--- src/rtl/less_bist_pkg.sv ---
// Shared types and constants for the set-less-than BIST sequencer:
// FSM states, the directed vector table and the LFSR seed/taps.
package less_bist_pkg;

    typedef enum logic [1:0] {
        IDLE,
        DRIVE,
        CHECK,
        DONE
    } bist_state_t;

    localparam int NUM_DIRECTED = 5;

    // Stored as 8-bit two's complement; a narrower WIDTH keeps the low bits.
    localparam logic [NUM_DIRECTED-1:0][7:0] DIR_A = {8'h11, 8'h03, 8'h15, 8'h0B, 8'hF4};
    localparam logic [NUM_DIRECTED-1:0][7:0] DIR_B = {8'h03, 8'h11, 8'h15, 8'hF4, 8'h0B};
    // Bit k is the expected result of vector k at WIDTH=6.
    localparam logic [NUM_DIRECTED-1:0]      DIR_EXP = 5'b01001;

    localparam logic [15:0] LFSR_SEED = 16'hACE1;
    localparam logic [15:0] LFSR_TAPS = 16'hB400;

endpackage

--- src/rtl/less_bist_if.sv ---
// Handshake and result bundle between the BIST sequencer and the comparator side.
interface less_bist_if #(
    parameter int WIDTH = 6
);
    logic             start;
    logic [WIDTH-1:0] cmp_result;
    logic [WIDTH-1:0] cmp_a;
    logic [WIDTH-1:0] cmp_b;
    logic             busy;
    logic             done;
    logic             pass;
    logic [7:0]       fail_count;
    logic [WIDTH-1:0] first_fail_a;
    logic [WIDTH-1:0] first_fail_b;

    modport master (
        output start, cmp_result,
        input  cmp_a, cmp_b, busy, done, pass, fail_count, first_fail_a, first_fail_b
    );

    modport slave (
        input  start, cmp_result,
        output cmp_a, cmp_b, busy, done, pass, fail_count, first_fail_a, first_fail_b
    );

endinterface

--- src/rtl/less_bist_lfsr16.sv ---
// 16-bit right-shifting Galois LFSR for the random vector phase.
module lfsr16
    import less_bist_pkg::*;
(
    input  logic        clock,
    input  logic        reset_n,
    input  logic        load,
    input  logic        advance,
    output logic [15:0] value
);

    always_ff @(posedge clock) begin
        if (!reset_n || load) begin
            value <= LFSR_SEED;
        end else if (advance) begin
            value <= {1'b0, value[15:1]} ^ (value[0] ? LFSR_TAPS : 16'h0000);
        end
    end

endmodule

--- src/rtl/less_bist.sv ---
// BIST sequencer for the set-less-than comparator: drives directed then LFSR
// vectors, checks each signed result and accumulates a mismatch summary.
module less_bist
    import less_bist_pkg::*;
#(
    parameter int WIDTH      = 6,
    parameter int NUM_RANDOM = 16
) (
    input  logic       clock,
    input  logic       reset_n,
    less_bist_if.slave bus
);

    localparam int         NVEC = NUM_DIRECTED + NUM_RANDOM;
    localparam logic [8:0] LAST = 9'(NVEC - 1);

    bist_state_t      state;
    logic [8:0]       idx;
    logic [8:0]       next_idx;
    logic [WIDTH-1:0] next_a;
    logic [WIDTH-1:0] next_b;
    logic [15:0]      lfsr_val;
    logic             lfsr_load;
    logic             lfsr_adv;
    logic             exp_less;
    logic             mismatch;
    logic             unused_lfsr;

    function automatic logic [7:0] sat_inc(input logic [7:0] v);
        return (v == 8'hFF) ? v : v + 8'd1;
    endfunction

    // Reseed on every accepted start; step once a random vector has been driven.
    assign lfsr_load = (state == IDLE) && bus.start;
    assign lfsr_adv  = (state == DRIVE) && (idx >= 9'(NUM_DIRECTED));

    lfsr16 u_lfsr (
        .clock   (clock),
        .reset_n (reset_n),
        .load    (lfsr_load),
        .advance (lfsr_adv),
        .value   (lfsr_val)
    );

    // Upper LFSR bits go unused when WIDTH < 8.
    assign unused_lfsr = ^lfsr_val;

    // Vector to present at the next DRIVE: index 0 from IDLE, k+1 from CHECK.
    always_comb begin
        next_idx = (state == CHECK) ? idx + 9'd1 : 9'd0;
        if (next_idx < 9'(NUM_DIRECTED)) begin
            next_a = DIR_A[next_idx[2:0]][WIDTH-1:0];
            next_b = DIR_B[next_idx[2:0]][WIDTH-1:0];
        end else begin
            next_a = lfsr_val[WIDTH-1:0];
            next_b = lfsr_val[2*WIDTH-1:WIDTH];
        end
    end

    assign exp_less = $signed(bus.cmp_a) < $signed(bus.cmp_b);
    assign mismatch = bus.cmp_result != {{(WIDTH-1){1'b0}}, exp_less};

    always_ff @(posedge clock) begin
        if (!reset_n) begin
            state            <= IDLE;
            idx              <= '0;
            bus.cmp_a        <= '0;
            bus.cmp_b        <= '0;
            bus.busy         <= 1'b0;
            bus.done         <= 1'b0;
            bus.pass         <= 1'b0;
            bus.fail_count   <= '0;
            bus.first_fail_a <= '0;
            bus.first_fail_b <= '0;
        end else begin
            bus.done <= 1'b0;
            case (state)
                IDLE: begin
                    if (bus.start) begin
                        state            <= DRIVE;
                        idx              <= '0;
                        bus.cmp_a        <= next_a;
                        bus.cmp_b        <= next_b;
                        bus.busy         <= 1'b1;
                        bus.pass         <= 1'b0;
                        bus.fail_count   <= '0;
                        bus.first_fail_a <= '0;
                        bus.first_fail_b <= '0;
                    end
                end
                DRIVE: state <= CHECK;
                CHECK: begin
                    if (mismatch) begin
                        bus.fail_count <= sat_inc(bus.fail_count);
                        if (bus.fail_count == 8'd0) begin
                            bus.first_fail_a <= bus.cmp_a;
                            bus.first_fail_b <= bus.cmp_b;
                        end
                    end
                    if (idx == LAST) begin
                        state    <= DONE;
                        bus.busy <= 1'b0;
                        bus.done <= 1'b1;
                        bus.pass <= (bus.fail_count == 8'd0) && !mismatch;
                    end else begin
                        state     <= DRIVE;
                        idx       <= next_idx;
                        bus.cmp_a <= next_a;
                        bus.cmp_b <= next_b;
                    end
                end
                DONE:    state <= IDLE;
                default: state <= IDLE;
            endcase
        end
    end

endmodule

--- src/flat_wrapper.sv ---
// flat-port wrapper written by rule: the top's interface ports become plain ports
module less_bist_flat import less_bist_pkg::*;
#(
    parameter int WIDTH      = 6,
    parameter int NUM_RANDOM = 16
)
  (clock, reset_n, bus_start, bus_cmp_result, bus_cmp_a, bus_cmp_b, bus_busy, bus_done, bus_pass, bus_fail_count, bus_first_fail_a, bus_first_fail_b);
  less_bist_if #(.WIDTH(WIDTH)) bus_i ();
  input  logic clock;
  input  logic reset_n;
  input wire logic [$bits(bus_i.start)-1:0] bus_start;
  input wire logic [$bits(bus_i.cmp_result)-1:0] bus_cmp_result;
  output wire logic [$bits(bus_i.cmp_a)-1:0] bus_cmp_a;
  output wire logic [$bits(bus_i.cmp_b)-1:0] bus_cmp_b;
  output wire logic [$bits(bus_i.busy)-1:0] bus_busy;
  output wire logic [$bits(bus_i.done)-1:0] bus_done;
  output wire logic [$bits(bus_i.pass)-1:0] bus_pass;
  output wire logic [$bits(bus_i.fail_count)-1:0] bus_fail_count;
  output wire logic [$bits(bus_i.first_fail_a)-1:0] bus_first_fail_a;
  output wire logic [$bits(bus_i.first_fail_b)-1:0] bus_first_fail_b;
  assign bus_i.start = bus_start;
  assign bus_i.cmp_result = bus_cmp_result;
  assign bus_cmp_a = bus_i.cmp_a;
  assign bus_cmp_b = bus_i.cmp_b;
  assign bus_busy = bus_i.busy;
  assign bus_done = bus_i.done;
  assign bus_pass = bus_i.pass;
  assign bus_fail_count = bus_i.fail_count;
  assign bus_first_fail_a = bus_i.first_fail_a;
  assign bus_first_fail_b = bus_i.first_fail_b;
  less_bist #(.WIDTH(WIDTH), .NUM_RANDOM(NUM_RANDOM)) u_core (.clock(clock), .reset_n(reset_n), .bus(bus_i));
endmodule
--- config.mk ---
export PLATFORM = sky130hd
export DESIGN_NAME = less_bist_flat
export DESIGN_NICKNAME = d
export VERILOG_FILES = /design/src/rtl/less_bist_pkg.sv /design/src/rtl/less_bist_if.sv /design/src/rtl/less_bist_lfsr16.sv /design/src/rtl/less_bist.sv /design/src/flat_wrapper.sv
export SDC_FILE = /design/constraint.sdc
export NUM_CORES = 1
export LEC_CHECK = 0
export ABC_CLOCK_PERIOD_IN_PS = 6900
export BUFFER_PORTS_ARGS = -buffer_cell sky130_fd_sc_hd__buf_2
export CORE_MARGIN = 2
export CORE_UTILIZATION = 62
export DETAILED_ROUTE_END_ITERATION = 8
export HOLD_SLACK_MARGIN = 0.03
export PLACE_DENSITY = 0.85
export SYNTH_ARGS = -nofsm -noshare
export SYNTH_HDL_FRONTEND = slang
export SYNTH_SLANG_ARGS = --single-unit
--- constraint.sdc ---
create_clock -name clock -period 6.9 [get_ports clock]
set_input_delay 0 -clock clock [delete_from_list [all_inputs] [get_ports clock]]
set_output_delay 0 -clock clock [all_outputs]
set_load 0.02 [all_outputs]
==> flow_summary_export.csv, run 1 <==
group,metric,value,unit
worst_setup_path,worst_r2r_endpoint,"u_core.bus.first_fail_a[0]",
routing,wl_per_cell,16.0,µm
timing,drv_slew,0,
placed_design,gp_congestion,0.931,
worst_setup_path,crit_path_end_kind,"flip-flop",
die,num_rows,26,
power,power.total,813,µW
worst_setup_path,cp-start-kind,"flip-flop",
routing,wl,7970,µm
routing,drtAntennaViolNets,0,
cts,cts.clk_slew.worst_paths,70,ps
worst_setup_path,critPathLaunch,"u_core.bus.cmp_b[3]",
timing,period_share,47.4,%
cts,clockRootBuffer,"clkbuf_8",
worst_setup_path,arrival,3540,ps
cts,clkLatencyLatePin,350,ps
cts,cts_setup_buffers,0,
finish,final_nets,445,
power,p_switching,205,µW
worst_setup_path,critPathMaxFanout,12,
placed_design,io_buffers,43,
placed_design,place_area,3470,µm²
die,die_y,76.6,µm
flow_run,drv_cap,0,
finish,drive_gt1_share,17.9,%
worst_hold_path,hold_start,"bus_start",
power,power.leakage,1.52,nW
die,core,5110,µm²
synthesis,synth-main-ff-cell,"dfxtp_1",
worst_setup_path,slowest_delay,1000,ps
finish,insertedDiodeCount,0,
synthesis,yosysSeqAreaShare,38.0,%
power,p_seq_share,46.2,%
synthesis,synth_cell_types,61,
die,die_w,76.6,µm
power,p_sw_share,25.2,%
synthesis,synth_edf_count,0,
synthesis,synthCells,395,
timing,finClkSkew,8.24,ps
power,max-vdd-ir-drop,0.000150,V
worst_setup_path,crit_chain,"inv_1 -> ha_1 -> a21o_1 -> a2111oi_0 -> o22ai_1 -> mux2i_1 -> nor3_2 -> mux2i_1",
worst_hold_path,holdPathStages,4,
synthesis,synth.avg_cell_area,8.27,µm²
power,combPwrFrac,10.2,%
routing,drt_iter0_markers,237,
die,num_io_pins,44,
timing,fmax,306,MHz
finish,multiInputGateArea,1850,µm²
timing,finalSetupTns,0,ps
worst_setup_path,r2r_slack,3630,ps
worst_setup_path,critPathBufInv,1,
cts,clock-sinks,62,
synthesis,ys_warn_count,0,
timing,setup_viol,0,
finish,fillers,371,
timing,finalHoldViolations,0,
routing,viasPerCell,6.12,
finish,final_cell_area,3690,µm²
worst_setup_path,criticalPathCategory,"reg -> reg",
synthesis,syn_nets,416,
routing,dr.pass1.iters,5,
routing,vias,3055,
worst_setup_path,critical-path-top-delay-family,"simple AND/OR/NAND/NOR gates",
worst_setup_path,critical_path_required,7160,ps
global_route,overflow,0,
global_route,grt_pass1_wl,13000,µm
synthesis,synth-seq-cells,62,
cts,cts_tree,"yes",
timing,worstMarginPinSlew,1200,ps
routing,drc,0,
cts,cts_hold_buf,0,
global_route,grt_pass1_vias,2723,
placed_design,dpl.hpwl,5440,µm
worst_setup_path,crit_path_top_delay_cell,"nor3_2",
finish,areaGrowthSynthToFinish,12.8,%
worst_setup_path,timing.rr.start,"u_core.bus.cmp_b[3]",
die,dieArea,5870,µm²
cts,cts_made_buffers,9,
worst_hold_path,holdPathEnd,"u_core.bus.busy",
cts,cts_buffer_depth,2,
worst_setup_path,rr_worst_depth,8,
cts,cts_resized,0,
synthesis,synth_area,3270,µm²
synthesis,async_flop_share,0,%
timing,max_slew_margin,19.6,%
timing,min_period,3270,ps
die,start_util,64.0,%
timing,rsz0062_at_grt,"no",
outcome,outcome,"finished, final reports clean",
global_route,grtUsageTotal,27.8,%
worst_setup_path,crit_top_cell,"mux2i_1",
power,p_int,608,µW
power,clock_power_share,43.6,%
global_route,antenna_found_initial,0,
power,powerDensity,220,nW/µm²
finish,regArea,1240,µm²
worst_hold_path,min_path_type,"in -> reg",
cts,htreeDepth,3,
global_route,grt_max_degree,30,
## synth_stat cells, types with 10 or more instances
cell       n  area share (%)
a21oi_1   21             3.2
buf_2     10             1.5
clkbuf_1  13             1.5
dfxtp_1   62              38
ha_1      12             4.6
inv_1     18             2.1
mux2i_1   27             8.3
nand2_1   63             7.2
nand3_1   14             2.1
nor2_1    29             3.3
nor3_1    10             1.5
o21ai_0   15             2.3
## worst reg2reg max path: cells and delay by family (launching register included)
| kind | cells | cell delay (ps) |
|---|---|---|
| buf+inv | 1 | 60 |
| fa+ha+maj | 1 | 300 |
| flops | 1 | 360 |
| compound gates | 3 | 810 |
| mux | 2 | 660 |
| simple gates | 1 | 1000 |
## flip-flops by register name (all words and copies together), names as in the netlist
name and flops:
u_core.u_lfsr.value 16, u_core.idx 9, u_core.bus.fail_count 8, u_core.bus.cmp_a 6, u_core.bus.cmp_b 6, u_core.bus.first_fail_a 6, u_core.bus.first_fail_b 6, u_core.state 2
u_core.bus.busy 1, u_core.bus.done 1, u_core.bus.pass 1
## how the worst max path moves through the flow
stage | to | cells past startpoint
global placement | u_core.bus.first_fail_a[1] | 8
detailed placement | u_core.bus.first_fail_a[0] | 8
floorplan | u_core.bus.first_fail_a[0] | 9
global route | u_core.bus.first_fail_a[1] | 8
finish | u_core.bus.first_fail_a[0] | 8
CTS | u_core.bus.first_fail_a[0] | 8
## metal layers
layer	global-route usage, %	wire length (µm)
met5	0	0
met4	11.8	205
met3	7.23	566
met2	45.6	3840
met1	34.6	3360
## cells in the final DEF (no fill, tap or decap), types with 3 or more instances in the layout
cell type / instances
nand2_1: 63
dfxtp_1: 62
buf_2: 43
nor2_1: 29
mux2i_1: 27
a21oi_1: 21
inv_1: 18
o21ai_0: 15
nand3_1: 14
ha_1: 12
clkbuf_8: 10
nor3_1: 9
and3_1: 6
and2_1: 6
o221a_2: 6
xnor2_1: 5
nand4_1: 5
nand2b_1: 4
and4_1: 4
a31oi_1: 4
or3_1: 3
a211o_1: 3
nor2b_1: 3
nor3b_1: 3
a221oi_2: 3
a211oi_1: 3
## kinds of logic (layout without fill, tap and decap cells)
| kind of cell | after synthesis | in the layout | share of synthesized area (%) |
|---|---|---|---|
| XOR/XNOR | 5 | 5 | 1.34 |
| adder cells (fa/ha/maj) | 12 | 12 | 4.59 |
| buffers and inverters | 45 | 79 | 5.82 |
| AND/OR/NAND/NOR | 164 | 164 | 24.4 |
| AO/OA/AOI/OAI | 79 | 79 | 17.3 |
| multiplexers | 28 | 28 | 8.61 |
| flip-flops | 62 | 62 | 38.0 |
## power by group through the flow
stage | clock (mW) | sequential [mW] | combinational (mW)
3_5_place_dp | 0 | 0.384 | 0.0810
2_1_floorplan | 0 | 0.388 | 0.0537
6_report | 0.354 | 0.376 | 0.0826
3_3_place_gp | 0 | 0.383 | 0.0785
4_1_cts | 0.357 | 0.375 | 0.0814
5_1_grt | 0.372 | 0.377 | 0.0894
## metrics by stage
stage	hold slack (ps)	instances	util [%]	worst slack, ps
2_1_floorplan	213	395	-	4360
5_1_grt	166	499	72.2	3390
6_report	139	499	72.2	3630
4_1_cts	129	499	72.2	3650
3_5_place_dp	418	483	68.0	3670
3_3_place_gp	422	483	68.0	3910
## layout make-up
| type | count | share of cell area, % |
|---|---|---|
| clock buffers | 12 | 3.94 |
| clock inverters | 4 | 1.90 |
| inverters | 19 | 1.93 |
| well taps | 70 | 2.38 |
| repair buffers | 44 | 6.04 |
| flip-flops and latches | 62 | 33.7 |
| multi-input cells | 288 | 50.1 |
No activity file was read; power rests on OpenSTA's default activity.
==> run 2, diff against run 1 <==
Settings changed: ABC_AREA from default to 1, ABC_CLOCK_PERIOD_IN_PS 6900 to 3350, CORE_UTILIZATION 62 to 58, PLACE_DENSITY 0.85 to 0.8.
Clock period 6.9 ns to 3.35 ns, I/O delays scaled along.
==> flow_summary_export.csv, run 2 <==
group,metric,value,unit
cts,cts.clk_slew.worst_paths,70,ps
routing,dr.pass1.iters,5,
worst_setup_path,crit_chain,"inv_1 -> ha_1 -> nand2_1 -> a21oi_1 -> nor2_1 -> nand3_1 -> nand2_1 -> nand2_1 -> nand3_1 -> buf_4 -> nand3_1 -> nand2_1 -> inv_1 -> nor2_1",
timing,setup_viol,0,
timing,period_share,69.5,%
cts,clockRootBuffer,"clkbuf_8",
global_route,grtUsageTotal,25.9,%
synthesis,yosysSeqAreaShare,35.6,%
worst_setup_path,crit_path_end_kind,"flip-flop",
cts,cts_setup_buffers,0,
timing,worstMarginPinSlew,731,ps
routing,viasPerCell,5.26,
worst_setup_path,worst_r2r_endpoint,"u_core.bus.first_fail_a[2]",
routing,vias,3341,
routing,drt_iter0_markers,192,
power,powerDensity,473,nW/µm²
finish,top_register,"u_core.u_lfsr.value",
synthesis,synth.avg_cell_area,6.70,µm²
timing,finalSetupTns,0,ps
synthesis,synthCells,520,
cts,cts_hold_buf,0,
timing,rsz0062_at_grt,"no",
worst_setup_path,critical-path-top-delay-family,"simple AND/OR/NAND/NOR gates",
worst_setup_path,slowest_delay,370,ps
worst_setup_path,arrival,2620,ps
placed_design,io_buffers,43,
synthesis,ys_top_cells_by_area,"dfxtp_1 (36%), nand2_1 (14%), inv_1 (8.6%), nor2_1 (6.3%), nand4_1 (5.2%)",
die,num_io_pins,44,
timing,fin_hold_ws,86.9,ps
die,dieArea,6640,µm²
synthesis,ys_warn_count,0,
synthesis,synth-main-ff-cell,"dfxtp_1",
outcome,outcome,"finished, final reports clean",
synthesis,synth_top_area_share,35.6,%
synthesis,yosys.area.top_type,"dfxtp_1",
routing,drtAntennaViolNets,0,
finish,insertedDiodeCount,0,
cts,clock-sinks,62,
timing,drv_slew,0,
cts,cts_buffer_depth,2,
finish,final_nets,576,
timing,min_period,2330,ps
worst_setup_path,timing.rr.start,"u_core.bus.cmp_b[5]",
finish,reg_top3,"u_core.u_lfsr.value x16, u_core.idx x9, u_core.bus.fail_count x8",
finish,largest_register_ffs,16,
cts,cts_resized,0,
global_route,overflow,0,
cts,cts_tree,"yes",
finish,drive_gt1_share,17.5,%
routing,wl,7950,µm
finish,areaGrowthSynthToFinish,11.5,%
synthesis,syn_nets,541,
timing,max_slew_margin,51.2,%
routing,wl_per_cell,12.5,µm
finish,layout_commonest_cell,"nand2_1",
synthesis,synth_area,3480,µm²
worst_setup_path,crit_top_cell,"nand2_1",
worst_hold_path,holdPathStages,5,
synthesis,synth_cell_types,37,
die,die_w,81.5,µm
routing,drc,0,
global_route,antenna_found_initial,0,
synthesis,synth-seq-cells,62,
worst_hold_path,hold_start,"bus_start",
synthesis,synth_edf_count,0,
worst_setup_path,r2r_slack,1020,ps
die,start_util,59.5,%
worst_setup_path,rr_worst_depth,14,
cts,cts_made_buffers,9,
worst_hold_path,min_path_type,"in -> reg",
cts,htreeDepth,3,
synthesis,ys_top_cells_by_count,"nand2_1 (127), inv_1 (80), dfxtp_1 (62)",
worst_setup_path,crit_path_top_delay_cell,"dfxtp_1",
worst_hold_path,holdPathEnd,"u_core.bus.busy",
worst_setup_path,critPathMaxFanout,22,
worst_setup_path,critPathBufInv,3,
timing,finalHoldViolations,0,
worst_setup_path,critPathLaunch,"u_core.bus.cmp_b[5]",
timing,finClkSkew,14.9,ps
worst_setup_path,cp-start-kind,"flip-flop",
synthesis,async_flop_share,0,%
global_route,grt_pass1_wl,13300,µm
finish,layout_common_cells,"nand2_1 (127), inv_1 (80), dfxtp_1 (62)",
timing,fmax,429,MHz
synthesis,post-synth-top-count-cell,"nand2_1",
power,power.leakage,1.89,nW
global_route,grt_pass1_vias,2948,
placed_design,dpl.hpwl,5670,µm
die,num_rows,28,
cts,clkLatencyLatePin,360,ps
flow_run,drv_cap,0,
worst_setup_path,critical_path_required,3640,ps
die,die_y,81.5,µm
power,max-vdd-ir-drop,0.000278,V
placed_design,gp_congestion,0.892,
die,core,5850,µm²
worst_setup_path,criticalPathCategory,"reg -> reg",
global_route,grt_max_degree,29,
## run 2: cell count changes after synthesis, moves of 6 or more
| cell | delta |
|---|---|
| o221a_2 | -6 |
| nor2_1 | +29 |
| nand3_2 | +9 |
| and2_1 | -6 |
| nand3_1 | +9 |
| nand4_1 | +24 |
| o21ai_0 | +6 |
| mux2i_1 | -27 |
| nand2_1 | +64 |
| inv_1 | +62 |
## run 2: worst max-delay path by stage
stage | end | slack [ps] | depth (start not counted)
finish | u_core.bus.first_fail_a[2] | 1020 | 14
global route | u_core.bus.cmp_a[2] | 780 | 9
CTS | u_core.bus.first_fail_a[2] | 1030 | 14
detailed placement | u_core.bus.first_fail_a[2] | 1060 | 14
global placement | u_core.bus.cmp_a[2] | 1160 | 9
floorplan | u_core.bus.first_fail_a[1] | 1390 | 13
## run 2: layout make-up
class	count	area, µm²
Multi-Input combinational cell	349	1810
Timing Repair Buffer	46	238
Tap cell	75	93.8
Clock inverter	7	51.3
Clock buffer	9	124
Inverter	87	329
Sequential cell	62	1240
Fill cell	513	1970
## run 2: kinds of logic after synthesis
| family | count (synthesis) | share of synthesized area (%) |
|---|---|---|
| and+or+nand+nor | 273 | 37.1 |
| buffers and inverters | 109 | 12.5 |
| AOI/OAI and AO/OA | 62 | 10.0 |
| DFF | 62 | 35.6 |
| adders and majority gates | 12 | 4.31 |
| xor gates and xnor gates | 2 | 0.503 |
## run 2: metal layers
layer	wire length [µm]	global-route usage, %	part of all wire (%)	up-vias
li1	-	-	-	1718
met2	3740	43.5	47	115
met1	3580	31.5	45	1492
met4	185	11.9	2.3	0
met5	0	0	0	-
met3	442	5.82	5.6	16
## run 2: through the flow
stage / power, mW / area [µm²] / util [%] / setup slack (ps) / std cells
final: 1.84 / 3880 / 66.4 / 1020 / 635
after global routing: 1.95 / 3880 / 66.4 / 784 / 635
after CTS: 1.85 / 3880 / 66.4 / 1030 / 635
after detailed placement: 1.26 / 3710 / 63.4 / 1060 / 619
after global placement: 1.25 / 3710 / 63.4 / 1160 / 619
after floorplan: 1.16 / 3480 / - / 1390 / 520
## run 2: power breakdown
| part | switching (mW) | leakage, nW | total [mW] | internal [mW] |
|---|---|---|---|---|
| clock network | 0.318 | 0.0852 | 0.586 | 0.268 |
| logic | 0.267 | 1.30 | 0.404 | 0.136 |
| registers | 0.0533 | 0.508 | 0.846 | 0.793 |
| total | 0.639 | 1.89 | 1.84 | 1.20 |
## run 2: worst register-to-register path: stages, from the launching register on
cell and delay [ps]:
dfxtp_1 370, inv_1 70, ha_1 320, nand2_1 100
a21oi_1 50, nor2_1 120, nand3_1 120, nand2_1 90
nand2_1 50, nand3_1 60, buf_4 240, nand3_1 370
nand2_1 160, inv_1 50, nor2_1 110
==> run 3, diff against run 2 <==
Settings changed: ABC_AREA 1 to 0, ABC_CLOCK_PERIOD_IN_PS 3350 to 2100, CORE_UTILIZATION 58 to 52, PLACE_DENSITY 0.8 to 0.76.
Clock period 3.35 ns to 2.1 ns, I/O delays scaled along.
==> flow_summary_export.csv, run 3 (synthesis results as in run 1) <==
group,metric,value,unit
worst_setup_path,arrival,2500,ps
cts,clockRootBuffer,"clkbuf_8",
global_route,antenna_found_initial,0,
routing,wl,8690,µm
die,dieArea,6930,µm²
worst_setup_path,rr_worst_depth,9,
cts,htreeDepth,3,
timing,period_share,106,%
flow_run,drv_cap,0,
global_route,grtUsageTotal,25.1,%
worst_setup_path,critical_path_required,2370,ps
global_route,grt_pass1_vias,2957,
timing,fin_hold_ws,132,ps
cts,clock-sinks,62,
timing,fmax,449,MHz
cts,cts_buffer_depth,2,
finish,reg_top3,"u_core.u_lfsr.value x16, u_core.idx x9, u_core.bus.fail_count x8",
die,num_rows,28,
timing,max_slew_margin,61.4,%
routing,drc,0,
placed_design,gp_congestion,0.904,
finish,final_nets,490,
die,start_util,54.6,%
timing,setup_slack,-125,ps
worst_setup_path,slowest_delay,360,ps
die,die_w,83.3,µm
routing,dr.pass1.iters,5,
worst_setup_path,critPathMaxFanout,12,
finish,finalCoreUtilization,70.7,%
finish,layout_commonest_cell,"nand2_1",
placed_design,io_buffers,43,
timing,finClkSkew,12.6,ps
worst_hold_path,min_path_type,"in -> reg",
worst_hold_path,holdPathStages,4,
routing,viasPerCell,5.71,
finish,largest_register_ffs,16,
placed_design,dpl.hpwl,6080,µm
timing,setup_viol,19,
worst_setup_path,crit_top_cell,"mux2i_1",
timing,rsz0062_at_grt,"yes",
finish,areaGrowthSynthToFinish,29.6,%
routing,vias,3133,
routing,drtAntennaViolNets,0,
global_route,grt_pass1_wl,14200,µm
finish,insertedDiodeCount,0,
worst_setup_path,criticalPathCategory,"reg -> reg",
cts,clkLatencyLatePin,350,ps
timing,min_period,2230,ps
cts,cts_tree,"yes",
power,max-vdd-ir-drop,0.000627,V
finish,fillers,449,
worst_setup_path,crit_path_end_kind,"flip-flop",
timing,drv_slew,0,
cts,cts_made_buffers,9,
worst_setup_path,cp-start-kind,"flip-flop",
timing,finalHoldViolations,0,
outcome,violations,"negative setup slack",
finish,top_register,"u_core.u_lfsr.value",
die,die_y,83.3,µm
worst_setup_path,crit_chain,"ha_4 -> a21o_1 -> a2111oi_4 -> o22ai_2 -> mux2i_1 -> buf_4 -> nor3_4 -> buf_12 -> mux2i_1",
finish,drive_gt1_share,31.9,%
power,power.leakage,1.78,nW
worst_setup_path,crit_path_top_delay_cell,"dfxtp_4",
cts,cts.clk_slew.worst_paths,70,ps
die,num_io_pins,44,
finish,layout_common_cells,"nand2_1 (63), dfxtp_1 (54), buf_2 (43)",
routing,drt_iter0_markers,177,
power,powerDensity,661,nW/µm²
global_route,grt_max_degree,30,
die,core,5990,µm²
outcome,outcome,"complete, but fails checks",
cts,cts_hold_buf,0,
timing,worstMarginPinSlew,579,ps
routing,wl_per_cell,15.8,µm
global_route,overflow,0,
## run 3: cell count changes in the layout (fill, tap and decap cells not counted), sizes merged, moves of 24 or more
cell	delta
buf	+43
inv	-67
mux2i	+27
nand2	-70
nand4	-24
nor2	-33
## run 3: final timing paths
path | start | end | slack (ps)
worst max-delay path | u_core.bus.cmp_a[3] | u_core.bus.first_fail_b[4] | -130
worst min-delay path | bus_start | u_core.bus.busy | 130
worst max register to register | u_core.bus.cmp_a[3] | u_core.bus.first_fail_b[4] | -130
worst min register to register | u_core.bus.first_fail_a[2] | u_core.bus.first_fail_a[2] | 460
## run 3: routing by layer
layer  up-vias  GRT usage (%)  wire, µm  part of all wire, %
met5         -              0         0                    0
met4         0           9.09       223                  2.6
met3        21           6.46       489                  5.6
met2        95           43.1      4280                   49
met1      1478           30.2      3700                   43
li1       1539              -         -                    -
## run 3: through the flow
stage	cells	power, mW	TNS [ps]	area (µm²)	worst slack [ps]
final	549	2.80	-1470	4230	-125
after CTS	547	2.79	-1410	4110	-134
after global routing	549	2.92	-3360	4230	-214
after floorplan	395	1.47	0	3320	8.31
after detailed placement	531	1.61	-1710	3860	-161
after global placement	531	1.60	-31.5	3860	-31.5
## run 3: critical path: cells and delay by family, from the launching register on
kind	cells	cell delay, ps
multiplexers	2	360
buffers and inverters	2	350
flip-flops	1	360
AND/OR/NAND/NOR	1	210
adder cells (fa/ha/maj)	1	230
AO/OA/AOI/OAI	3	630
## run 3: report_power, final
group          switching, mW  internal [mW]
Sequential            0.0217           1.20
Combinational          0.217          0.179
Clock                  0.509          0.671
## run 3: repair_timing
item,in CTS,in global routing
endpoints found under the setup margin,19,34
pin swaps,2,4
setup buffers,0,2
resized for setup,5,22
## run 3: area by class of cell
type	count	area [µm²]	area share, %
Inverter	19	71.3	1.68
Clock buffer	9	124	2.93
Sequential cell	62	1260	29.7
Tap cell	75	93.8	2.22
Clock inverter	7	97.6	2.30
Multi-Input combinational cell	288	1990	47.0
Timing Repair Buffer	89	597	14.1
